File: src/rtl/cam_match_encoder.sv
// Serialises a CAM match bitmap into a stream of matching entry indices, lowest first.
// A search with no hits produces one miss beat. Every output comes straight from a flop.
module cam_match_encoder #(
    parameter int unsigned WIDTH = 14,
    parameter int unsigned IDXW  = 4,
    parameter int unsigned CNTW  = 4
) (
    input  logic             clk,
    input  logic             rst_n,
    input  logic             match_valid,
    input  logic [WIDTH-1:0] match_vec,
    output logic             in_ready,
    output logic             out_valid,
    input  logic             out_ready,
    output logic [IDXW-1:0]  out_index,
    output logic             out_hit,
    output logic             out_last,
    output logic [CNTW-1:0]  match_count,
    output logic             overrun,
    input  logic             ovr_clr
);

    typedef enum logic [1:0] {
        ST_IDLE,
        ST_EMIT,
        ST_MISS
    } state_t;

    state_t            state, state_nxt;
    logic [WIDTH-1:0]  pending, pending_nxt;
    logic [CNTW-1:0]   count_nxt;
    logic              ovr_nxt;
    logic              in_ready_nxt;
    logic              out_valid_nxt;
    logic [IDXW-1:0]   out_index_nxt;
    logic              out_hit_nxt;
    logic              out_last_nxt;
    logic              fire;

    function automatic logic [IDXW-1:0] lowest_set(input logic [WIDTH-1:0] v);
        logic [IDXW-1:0] idx;
        idx = '0;
        for (int i = WIDTH - 1; i >= 0; i--) begin
            if (v[i]) idx = IDXW'(i);
        end
        return idx;
    endfunction

    function automatic logic [CNTW-1:0] popcount(input logic [WIDTH-1:0] v);
        logic [CNTW-1:0] c;
        c = '0;
        for (int i = 0; i < WIDTH; i++) begin
            c = c + CNTW'(v[i]);
        end
        return c;
    endfunction

    function automatic logic single_bit(input logic [WIDTH-1:0] v);
        return (v != '0) && ((v & (v - WIDTH'(1))) == '0);
    endfunction

    // State, bitmap and registered outputs
    always_ff @(posedge clk or negedge rst_n) begin
        if (!rst_n) begin
            state       <= ST_IDLE;
            pending     <= '0;
            match_count <= '0;
            overrun     <= 1'b0;
            in_ready    <= 1'b1;
            out_valid   <= 1'b0;
            out_index   <= '0;
            out_hit     <= 1'b0;
            out_last    <= 1'b0;
        end else begin
            state       <= state_nxt;
            pending     <= pending_nxt;
            match_count <= count_nxt;
            overrun     <= ovr_nxt;
            in_ready    <= in_ready_nxt;
            out_valid   <= out_valid_nxt;
            out_index   <= out_index_nxt;
            out_hit     <= out_hit_nxt;
            out_last    <= out_last_nxt;
        end
    end

    assign fire = out_valid & out_ready;

    // Next state; output registers are precomputed from the next state and bitmap
    always_comb begin
        state_nxt   = state;
        pending_nxt = pending;
        count_nxt   = match_count;
        ovr_nxt     = overrun;

        case (state)
            ST_IDLE: begin
                if (match_valid) begin
                    pending_nxt = match_vec;
                    count_nxt   = popcount(match_vec);
                    state_nxt   = (match_vec != '0) ? ST_EMIT : ST_MISS;
                end
            end
            ST_EMIT: begin
                if (fire) begin
                    pending_nxt = pending & ~(WIDTH'(1) << out_index);
                    if (out_last) state_nxt = ST_IDLE;
                end
            end
            ST_MISS: begin
                if (out_ready) state_nxt = ST_IDLE;
            end
            default: state_nxt = ST_IDLE;
        endcase

        // A discarded offer outranks a same-cycle clear
        if (match_valid && (state != ST_IDLE)) begin
            ovr_nxt = 1'b1;
        end else if (ovr_clr) begin
            ovr_nxt = 1'b0;
        end

        in_ready_nxt  = (state_nxt == ST_IDLE);
        out_valid_nxt = (state_nxt != ST_IDLE);
        out_hit_nxt   = (state_nxt == ST_EMIT);
        out_index_nxt = (state_nxt == ST_EMIT) ? lowest_set(pending_nxt) : '0;
        out_last_nxt  = (state_nxt == ST_MISS) ||
                        ((state_nxt == ST_EMIT) && single_bit(pending_nxt));
    end

endmodule

File: config.mk
export PLATFORM = sky130hd
export DESIGN_NAME = cam_match_encoder
export DESIGN_NICKNAME = d
export VERILOG_FILES = /design/src/rtl/cam_match_encoder.sv
export SDC_FILE = /design/constraint.sdc
export NUM_CORES = 1
export LEC_CHECK = 0
export BUFFER_PORTS_ARGS = -buffer_cell sky130_fd_sc_hd__buf_2
export CORE_MARGIN = 2
export CORE_UTILIZATION = 50
export CTS_CLUSTER_DIAMETER = 150
export DETAILED_ROUTE_END_ITERATION = 16
export HOLD_SLACK_MARGIN = 0.1
export PLACE_DENSITY_LB_ADDON = 0.05
export SLEW_MARGIN = 20
export SYNTH_ARGS = -nofsm -noshare
export SYNTH_HDL_FRONTEND = slang
export SYNTH_SLANG_ARGS = --single-unit
File: constraint.sdc
create_clock -name clk -period 2.4 [get_ports clk]
set_input_delay 0.12 -clock clk [delete_from_list [all_inputs] [get_ports clk]]
set_output_delay 0.12 -clock clk [all_outputs]
set_load 0.02 [all_outputs]
==> impl_results.md, run 1 <==
* Mapped cell area at 2031 µm²
* Failing checks: setup timing
* Slew Viols, Final at 0
* Hpwl dp at 3.986 mm
* Worst r2r src: state[1]
* Vias at 1753
* Final layout net count at 305
* Synth area leaders: dfrtp_1 (35%), fa_1 (8.9%), inv_1 (4.8%), nand2_1 (4.6%), ha_1 (3.1%)
* Mapped Cells at 205
* Max_slew headroom at 53.31%
* Maxcap violations at 0
* Avg WL per Cell at 16.24 µm
* Latest clock arrival within the worst-skew pair at 0.28 ns
* R2R Setup Slk at 0.07 ns
* Post-synthesis average cell area at 9.906 µm²
* Yosys top cell area share at 34.50%
* Number of remaining DRC errors at 0
* Fin crit period at 2.942 ns
* Post-layout util at 68.33%
* Register area at 726.9 µm²
* Worst setup path endpoint: match_count[1]
* Clk buf depth at 2
* Unrepaired setup endpoints after global routing: yes
* Clk pin slew, worst setup/hold paths at 0.07 ns
* Status: finished with violations
* Most common cell after layout, fill and taps aside: buf_4
* Clock Tree Root: clkbuf_8
* I/O pin cnt at 32
* # diodes at 0
* Yosys Warn Count at 0
* GRT Residual Overflow at 0
* Reg-to-Reg End: out_last
* Placer Congestion at 0.9624
* Placed instance count at 305
* Most frequent cells in the layout: buf_4 (30), buf_2 (28), dfrtp_1 (28)
* Area of the multi-input gates at 1242 µm²
* Critical-path cell list: buf_8, inv_4, fa_1, inv_1, fa_1, fa_1, inv_2, fa_2, inv_2, ha_4, inv_2, fa_1, o21ai_1
* Core ar. at 3943 µm²
* Period utilisation layout at 122.6%
* ANT nets after route at 0
* Top cell by count, worst path: fa_1
* Total power at 3.567 mW
* Port Buf Inserts at 31
* Final Cell Area at 2694 µm²
* Clock sink total at 29
* Final setup fails at 4
* Fmax at 339.9 MHz
* Number of synthesized flops with an enable pin at 0
* Layout overhead on the synthesized area at 32.66%
* Startpoint class of the critical path: input port
* Crit path max-delay family: adder cells
* Leakage at 1.275 nW
* Initial Util at 51.51%
* Syn_nets at 238
* Seq/Total Area, Yosys at 35.80%
* First-pass GRT wire length at 8.183 mm
* Vias in the first global route at 1732
* Routed WL at 5.245 mm
* Worst-margin pin slew at 0.7003 ns
* Via-to-Cell Ratio at 5.427
* Initial antenna violation count at 0
* Dominant cell type by area after synthesis: dfrtp_1
* Die Area at 4587 µm²
* Most common flop cell mapped by yosys: dfrtp_1
* Final worst slack at -0.5421 ns
* Crit path max-delay cell type: fa_2
* Worst Setup Slack post-DPL at -0.9714 ns
* Worst R2R Path Depth at 8
* Fill cell count at 313
* First-pass iteration count of the detailed router at 4
* Crit path kind: in -> reg
* Hold Path Class: in -> reg
* CTS tree: done
* Largest net degree at the start of global routing at 30
* CP Depth at 13
* Fin Clk Skew at 0.006137 ns
* Crit-path max cell delay at 0.57 ns
* CTS H-Tree Depth at 2
* Crit path DAT at 3.14 ns
* Placed Area at 2434 µm²
* Cts bufs inserted at 5
* Initial DRC count at 83
* Peak supply drop at 0.0007232 V
* Share of post-route cells with drive strength above 1 at 41.39%
* Post-synthesis sequential element count at 29
* Die H at 67.73 µm
* Post-synth ARST share at 100.0%
* Final hold violations at 0
* Crit-path max FO at 2
* Tot GR Track Use at 24.73%
* CP required at 2.60 ns
* Endpoint class of the critical path: register
* Synth cell types at 57
* CP startpoint: match_vec[3]
* Pwr dens at 1324 nW/µm²
* CP Buf/Inv Count at 6
* Core Rows at 23
* Fin cells at 323
* Die width at 67.73 µm
## per-stage QoR
step,TNS (ns),hold slack [ns]
final,-1.543,0.1202
after global routing,-1.924,0.1166
after detailed placement,-3.297,0.1973
after floorplan,-2.047,-0.1756
after CTS,-1.546,0.1204
after global placement,-2.998,0.1862
## cell usage after synthesis (2+ instances only)
cell      number
dfrtp_1       28
inv_1         26
nand2_1       25
fa_1           9
nand3_1        9
a21oi_1        8
nor2_1         7
ha_1           5
mux2_2         5
o21ai_0        5
a21oi_2        4
mux2i_1        4
nor3_1         4
o211ai_1       4
a22oi_2        3
a31oi_1        3
nor2b_1        3
nor4_1         3
o21a_1         3
a21o_1         2
and2_1         2
mux2_1         2
nand2b_1       2
nand3b_1       2
nor3b_4        2
nor4b_1        2
nor4bb_1       2
o221ai_1       2
## worst reg2reg max path: cells and delay by family (launching register included)
| kind | cells | cell delay, ns |
|---|---|---|
| flops | 1 | 0.42 |
| buf+inv | 1 | 0.15 |
| simple gates | 3 | 0.89 |
| compound gates | 3 | 0.67 |
| mux | 1 | 0.13 |
## where the power goes
part | internal, mW | total [mW] | switching [mW]
logic | 1.02 | 2.32 | 1.30
registers | 0.705 | 0.849 | 0.143
clock network | 0.200 | 0.403 | 0.203
## sequential cells by signal (all words and copies together), names as in the netlist
register     cells
pending         14
match_count      4
out_index        4
in_ready         1
state            2
out_valid        1
out_last         1
overrun          1
out_hit          1
## cell families (layout without fill, tap and decap cells)
family / after synthesis / count (layout) / synth area share [%]
XOR/XNOR: 1 / 1 / 0.4314
adder cells (fa/ha/maj): 14 / 14 / 11.95
buffers and inverters: 32 / 100 / 6.715
multiplexers: 11 / 11 / 5.853
AO/OA/AOI/OAI: 44 / 44 / 17.44
AND/OR/NAND/NOR: 74 / 74 / 21.81
flip-flops: 29 / 29 / 35.80
## area by class of cell
| class | count | area share, % |
|---|---|---|
| clock buffers | 5 | 2.555 |
| clock inverters | 3 | 0.6503 |
| inverters | 27 | 4.320 |
| multi-input cells | 144 | 46.12 |
| flip-flops and latches | 29 | 26.99 |
| well taps | 50 | 2.322 |
| repair buffers | 65 | 17.05 |
## how the worst min path moves through the flow
stage / startpoint / to / depth (start not counted)
finish: ovr_clr / overrun / 3
global placement: rst_n / match_count[2] / 1
detailed placement: rst_n / match_count[3] / 1
CTS: ovr_clr / overrun / 3
global route: ovr_clr / overrun / 3
floorplan: rst_n / match_count[0] / 0
## metal layers
metal | part of all wire (%) | wire, µm | up-vias | track usage [%]
li1 | - | - | 856 | -
met1 | 45 | 2347 | 852 | 32.28
met2 | 51 | 2654 | 38 | 41.42
met3 | 3.4 | 179 | 7 | 4.667
met4 | 1.2 | 63 | 0 | 7.398
met5 | 0 | 0 | - | 0
## repair_timing
item | CTS | global route
hold endpoints to repair | 28 | 0
hold buffers | 1 | 0
endpoints found under the setup margin | 5 | 5
pin swaps | 9 | 14
gates cloned | 0 | 0
setup buffers | 4 | 5
resized for setup | 10 | 17
No activity file was read; power rests on OpenSTA's default activity.
==> run 2: changes to the inputs <==
Settings changed: PLACE_DENSITY set to 0.72, PLACE_DENSITY_LB_ADDON 0.05 to not set.
==> run 2 against run 1 <==
Sequential power is 1% lower. Flip-flop and latch count stayed put. Largest cell class unchanged. Global-route usage is 0.34 points lower. Cell count is 1.2% lower. First-iteration DRC count is 29% higher. The flow still finishes with violations (setup timing).
==> impl_results.md, run 2 (synthesis gave the netlist of run 1 again) <==
* Status: finished with violations
* Largest net degree at the start of global routing at 30
* Number of remaining DRC errors at 0
* Routed WL at 5.286 mm
* Share of post-route cells with drive strength above 1 at 39.78%
* Peak supply drop at 0.0006487 V
* Setup_tns at -1.508 ns
* Clk pwr share at 14.3%
* Largest regs: pending: 14 flops, match_count: 4 flops, out_index: 4 flops
* First-pass GRT wire length at 8.086 mm
* Crit path DAT at 3.10 ns
* Initial Util at 51.51%
* Layout overhead on the synthesized area at 33.27%
* Die Area at 4587 µm²
* First-pass iteration count of the detailed router at 4
* Endpoint class of the critical path: register
* Initial antenna violation count at 0
* Max reg flops at 14
* Clk pin slew, worst setup/hold paths at 0.06 ns
* Final hold violations at 0
* GRT Residual Overflow at 0
* R2R Setup Slk at 0.11 ns
* Fmax at 340.5 MHz
* Fin crit period at 2.937 ns
* I/O pin cnt at 32
* Tot GR Track Use at 24.38%
* Worst-margin pin slew at 0.6860 ns
* Final layout net count at 301
* Final worst slack at -0.5372 ns
* Crit-path max FO at 2
* Die H at 67.73 µm
* Via-to-Cell Ratio at 5.571
* Placed Area at 2434 µm²
* Avg WL per Cell at 16.57 µm
* Crit-path max cell delay at 0.53 ns
* Period utilisation layout at 122.4%
* Worst R2R Path Depth at 9
* Total power at 3.661 mW
* Worst Setup Slack post-DPL at -0.9882 ns
* Latest clock arrival within the worst-skew pair at 0.27 ns
* Switching Share at 44.34%
* Leakage at 1.272 nW
* Fin cells at 319
* Pwr dens at 1353 nW/µm²
* CTS tree: done
* Failing checks: setup timing
* Final Cell Area at 2706 µm²
* Slew Viols, Final at 0
* Vias in the first global route at 1708
* Crit path kind: in -> reg
* Max_slew headroom at 54.27%
* Placed instance count at 305
* Placer Congestion at 0.8612
* Die width at 67.73 µm
* Largest Register: pending
* Vias at 1777
* Initial DRC count at 107
* Flop pwr share at 22.9%
* ANT nets after route at 0
* Power Internal at 2.037 mW
* Port Buf Inserts at 31
* Top cell by count, worst path: fa_2
* Final setup fails at 4
* Clock sink total at 29
* Maxcap violations at 0
* CTS H-Tree Depth at 2
* Crit path max-delay cell type: fa_1
* Fin Clk Skew at 0.002727 ns
* Core ar. at 3943 µm²
* Most frequent cells in the layout: buf_2 (28), dfrtp_1 (28), buf_4 (26)
* Cts bufs inserted at 5
* Critical-path cell list: buf_12, inv_12, fa_1, inv_1, fa_2, fa_1, inv_1, fa_2, inv_2, ha_4, inv_2, fa_2, o21ai_1
* Clk buf depth at 2
* Hold Path Class: in -> reg
* Hpwl dp at 3.868 mm
* Core Rows at 23
* Clock Tree Root: clkbuf_8
* CP required at 2.56 ns
* Startpoint class of the critical path: input port
* Combinational share of power at 62.8%
* Unrepaired setup endpoints after global routing: yes
* Hold depth at 3
* Net Sw Power at 1.623 mW
* # diodes at 0
==> run 2: changes by cell type in the layout (fill, tap and decap cells not counted), sizes merged <==
cell	delta
bufinv	+1
clkbuf	+3
buf	-5
clkinvlp	-1
clkinv	-2
==> run 2: worst max-delay path: cells and delay by family <==
| family | cells | cell delay [ns] |
|---|---|---|
| adder cells (fa/ha/maj) | 6 | 2.56 |
| AO/OA/AOI/OAI | 1 | 0.05 |
| buffers and inverters | 6 | 0.37 |
==> run 2: stage by stage <==
step           utilization (%)  hold slack [ns]
2_1_floorplan                -          -0.1756
3_3_place_gp             61.73           0.1947
3_5_place_dp             61.73           0.1967
4_1_cts                  65.53           0.1252
5_1_grt                  68.64           0.1462
6_report                 68.64           0.1267
==> run 2: timing repair <==
item                                   in CTS  in global routing
pin swaps                                   3                 11
cloned                                      0                  1
setup buffers                               0                  4
endpoints found under the hold margin      28                  0
hold buffers                                1                  0
setup endpoints to repair                   5                  5
gates resized for setup                     8                 18
==> run 2: final timing paths <==
check                          startpoint              to
max in group asynchronous           rst_n      pending[7]
min reg2reg                match_count[0]  match_count[0]
max reg2reg                      state[0]    out_index[0]
max                          match_vec[0]  match_count[1]
min                               ovr_clr         overrun
min in group asynchronous           rst_n    out_index[1]
==> run 2: final cells by class <==
type                    count  area, µm²
clock buffers               7      86.33
repair buffers             61      444.2
clock inverters             1      30.03
well taps                  50      62.56
fillers                   312       1236
flip-flops and latches     29      726.9
inverters                  27      113.9
multi-input cells         144       1242
==> run 2: power groups by stage <==
stage,Combinational [mW],Clock [mW],Sequential (mW)
floorplan,1.33,0,0.931
global placement,2.02,0,0.838
detailed placement,2.07,0,0.844
CTS,2.12,0.533,0.837
global route,2.50,0.554,0.864
finish,2.30,0.523,0.838
==> run 2: metal layers <==
metal  up-vias  wire length [µm]  part of all wire (%)  track usage [%]
li1        847                 -                     -                -
met1       868              2306                    44            30.82
met2        52              2624                    50            39.58
met3        10               228                   4.3            5.333
met4         0               126                   2.4            11.22
met5         -                 0                     0                0
==> run 3: changes to the inputs <==
Settings changed: RECOVER_POWER set to 50.
==> run 3 against run 2 <==
The run ends with capacitance limit, slew limit, setup timing left. Global-route usage unchanged. Core utilization fell by 0.25 points. Register-to-register slack about the same. Critical path type unchanged. Critical endpoint unchanged. Largest cell class unchanged. Largest power group unchanged. Highest routed layer unchanged.
==> impl_results.md, run 3 (synthesis gave the netlist of run 1 again) <==
* Final Cell Area at 2696 µm²
* Worst-margin pin slew at 1.650 ns
* Clock sink total at 29
* Final setup fails at 4
* Critical-path cell list: buf_12, inv_12, fa_1, inv_1, fa_2, fa_1, inv_1, fa_2, inv_2, ha_4, inv_2, fa_2, o21ai_1
* Die H at 67.73 µm
* Maxcap violations at 1
* Initial Util at 51.51%
* CP Buf/Inv Count at 6
* Crit path max-delay family: adder cells
* Fin Clk Skew at 0.003033 ns
* Top cell by count, worst path: fa_2
* Startpoint class of the critical path: input port
* Worst r2r src: state[0]
* I/O pin cnt at 32
* Hold depth at 3
* # diodes at 0
* Largest regs: pending: 14 flops, match_count: 4 flops, out_index: 4 flops
* Unrepaired setup endpoints after global routing: yes
* Die width at 67.73 µm
* Max reg flops at 14
* Endpoint class of the critical path: register
* Final worst slack at -0.5387 ns
* Failing checks: capacitance limit, slew limit, setup timing
* Slew Viols, Final at 30
* CTS H-Tree Depth at 2
* R2R Setup Slk at 0.11 ns
* ANT nets after route at 0
* Reg-to-Reg End: out_index[0]
* Crit-path max cell delay at 0.53 ns
* Fill cell count at 315
* First-pass GRT wire length at 8.086 mm
* Routed WL at 5.295 mm
* Area of the multi-input gates at 1242 µm²
* Initial antenna violation count at 0
* Clk pin slew, worst setup/hold paths at 0.06 ns
* Share of post-route cells with drive strength above 1 at 36.80%
* Core ar. at 3943 µm²
* Placed Area at 2434 µm²
* Initial DRC count at 106
* Worst Setup Slack post-DPL at -0.9882 ns
* Port Buf Inserts at 31
* Status: finished with violations
* Number of remaining DRC errors at 0
* Core Rows at 23
* First-pass iteration count of the detailed router at 4
* Latest clock arrival within the worst-skew pair at 0.27 ns
* Max_slew headroom at -10.01%
* GRT Residual Overflow at 0
* Crit path DAT at 3.10 ns
* Vias in the first global route at 1708
* Leakage at 1.248 nW
* Final hold violations at 0
* Final layout net count at 301
* Crit path max-delay cell type: fa_1
* Clk buf depth at 2
* Die Area at 4587 µm²
* Placer Congestion at 0.8612
* Crit path kind: in -> reg
* Largest net degree at the start of global routing at 30
* Hold Path Class: in -> reg
* Most common cell after layout, fill and taps aside: dfrtp_1
* Fmax at 340.3 MHz
* Pwr dens at 1354 nW/µm²
* Register area at 726.9 µm²
* Clock Tree Root: clkbuf_8
* CP required at 2.56 ns
* Largest Register: pending
* Avg WL per Cell at 16.60 µm
* CP startpoint: match_vec[0]
* Tot GR Track Use at 24.38%
* Hold Path End: overrun
* Peak supply drop at 0.0006493 V
* Vias at 1780
* Crit-path max FO at 2
* Hold path startpoint: ovr_clr
* Most frequent cells in the layout: dfrtp_1 (28), buf_4 (26), nand2_1 (23)
* Hpwl dp at 3.868 mm
* CTS tree: done
* Period utilisation layout at 122.4%
* Layout overhead on the synthesized area at 32.78%
* Worst R2R Path Depth at 9
* Via-to-Cell Ratio at 5.580
* Fin crit period at 2.939 ns
* Cts bufs inserted at 5
## run 3: per-stage QoR
step | hold slack [ns] | instances | total power, mW | util, % | setup TNS (ns)
6_report | 0.1267 | 319 | 3.650 | 68.39 | -1.509
5_1_grt | 0.1462 | 319 | 3.909 | 68.39 | -1.701
4_1_cts | 0.1252 | 314 | 3.495 | 65.53 | -1.542
3_5_place_dp | 0.1967 | 305 | 2.914 | 61.73 | -3.382
3_3_place_gp | 0.1947 | 305 | 2.857 | 61.73 | -2.983
2_1_floorplan | -0.1756 | 205 | 2.265 | - | -2.047
## run 3: worst register-to-register path: cells and delay by family (launching register included)
| family | cells | cell delay (ns) |
|---|---|---|
| DFF | 1 | 0.41 |
| and+or+nand+nor | 1 | 0.41 |
| buffers and inverters | 2 | 0.33 |
| AOI/OAI and AO/OA | 5 | 0.91 |
| muxes | 1 | 0.15 |
## run 3: worst max path at each step
| stage | to | slack, ns | cells past startpoint |
|---|---|---|---|
| final | match_count[1] | -0.54 | 13 |
| after detailed placement | match_count[2] | -0.99 | 14 |
| after global routing | match_count[1] | -0.59 | 13 |
| after CTS | match_count[1] | -0.55 | 13 |
| after global placement | match_count[2] | -0.88 | 14 |
| after floorplan | match_count[2] | -0.65 | 13 |
## run 3: cell type report
class | count | share of cell area (%)
Tap cell | 50 | 2.320
Timing Repair Buffer | 61 | 16.10
Inverter | 27 | 4.223
Clock inverter | 1 | 1.114
Clock buffer | 7 | 3.202
Multi-Input combinational cell | 144 | 46.08
Sequential cell | 29 | 26.96
## run 3: power breakdown
| part | switching [mW] | internal [mW] | total, mW |
|---|---|---|---|
| registers | 0.134 | 0.705 | 0.840 |
| logic | 1.31 | 0.981 | 2.29 |
| clock network | 0.185 | 0.338 | 0.523 |
## run 3: what timing repair did
| item | 4_1_cts | 5_1_grt |
|---|---|---|
| gates resized for setup | 8 | 18 |
| hold endpoints to repair | 28 | 0 |
| hold buffers | 1 | 0 |
| pin swaps | 3 | 11 |
| cloned | 0 | 1 |
| endpoints found under the setup margin | 5 | 5 |
| setup buffers | 0 | 4 |
## run 3: metal layers
metal  up-vias  track usage, %  routed length [µm]
li1        847               -                   -
met1       869           30.82                2309
met2        54           39.58                2626
met3        10           5.333                 233
met4         0           11.22                 126
met5         -               0                   0
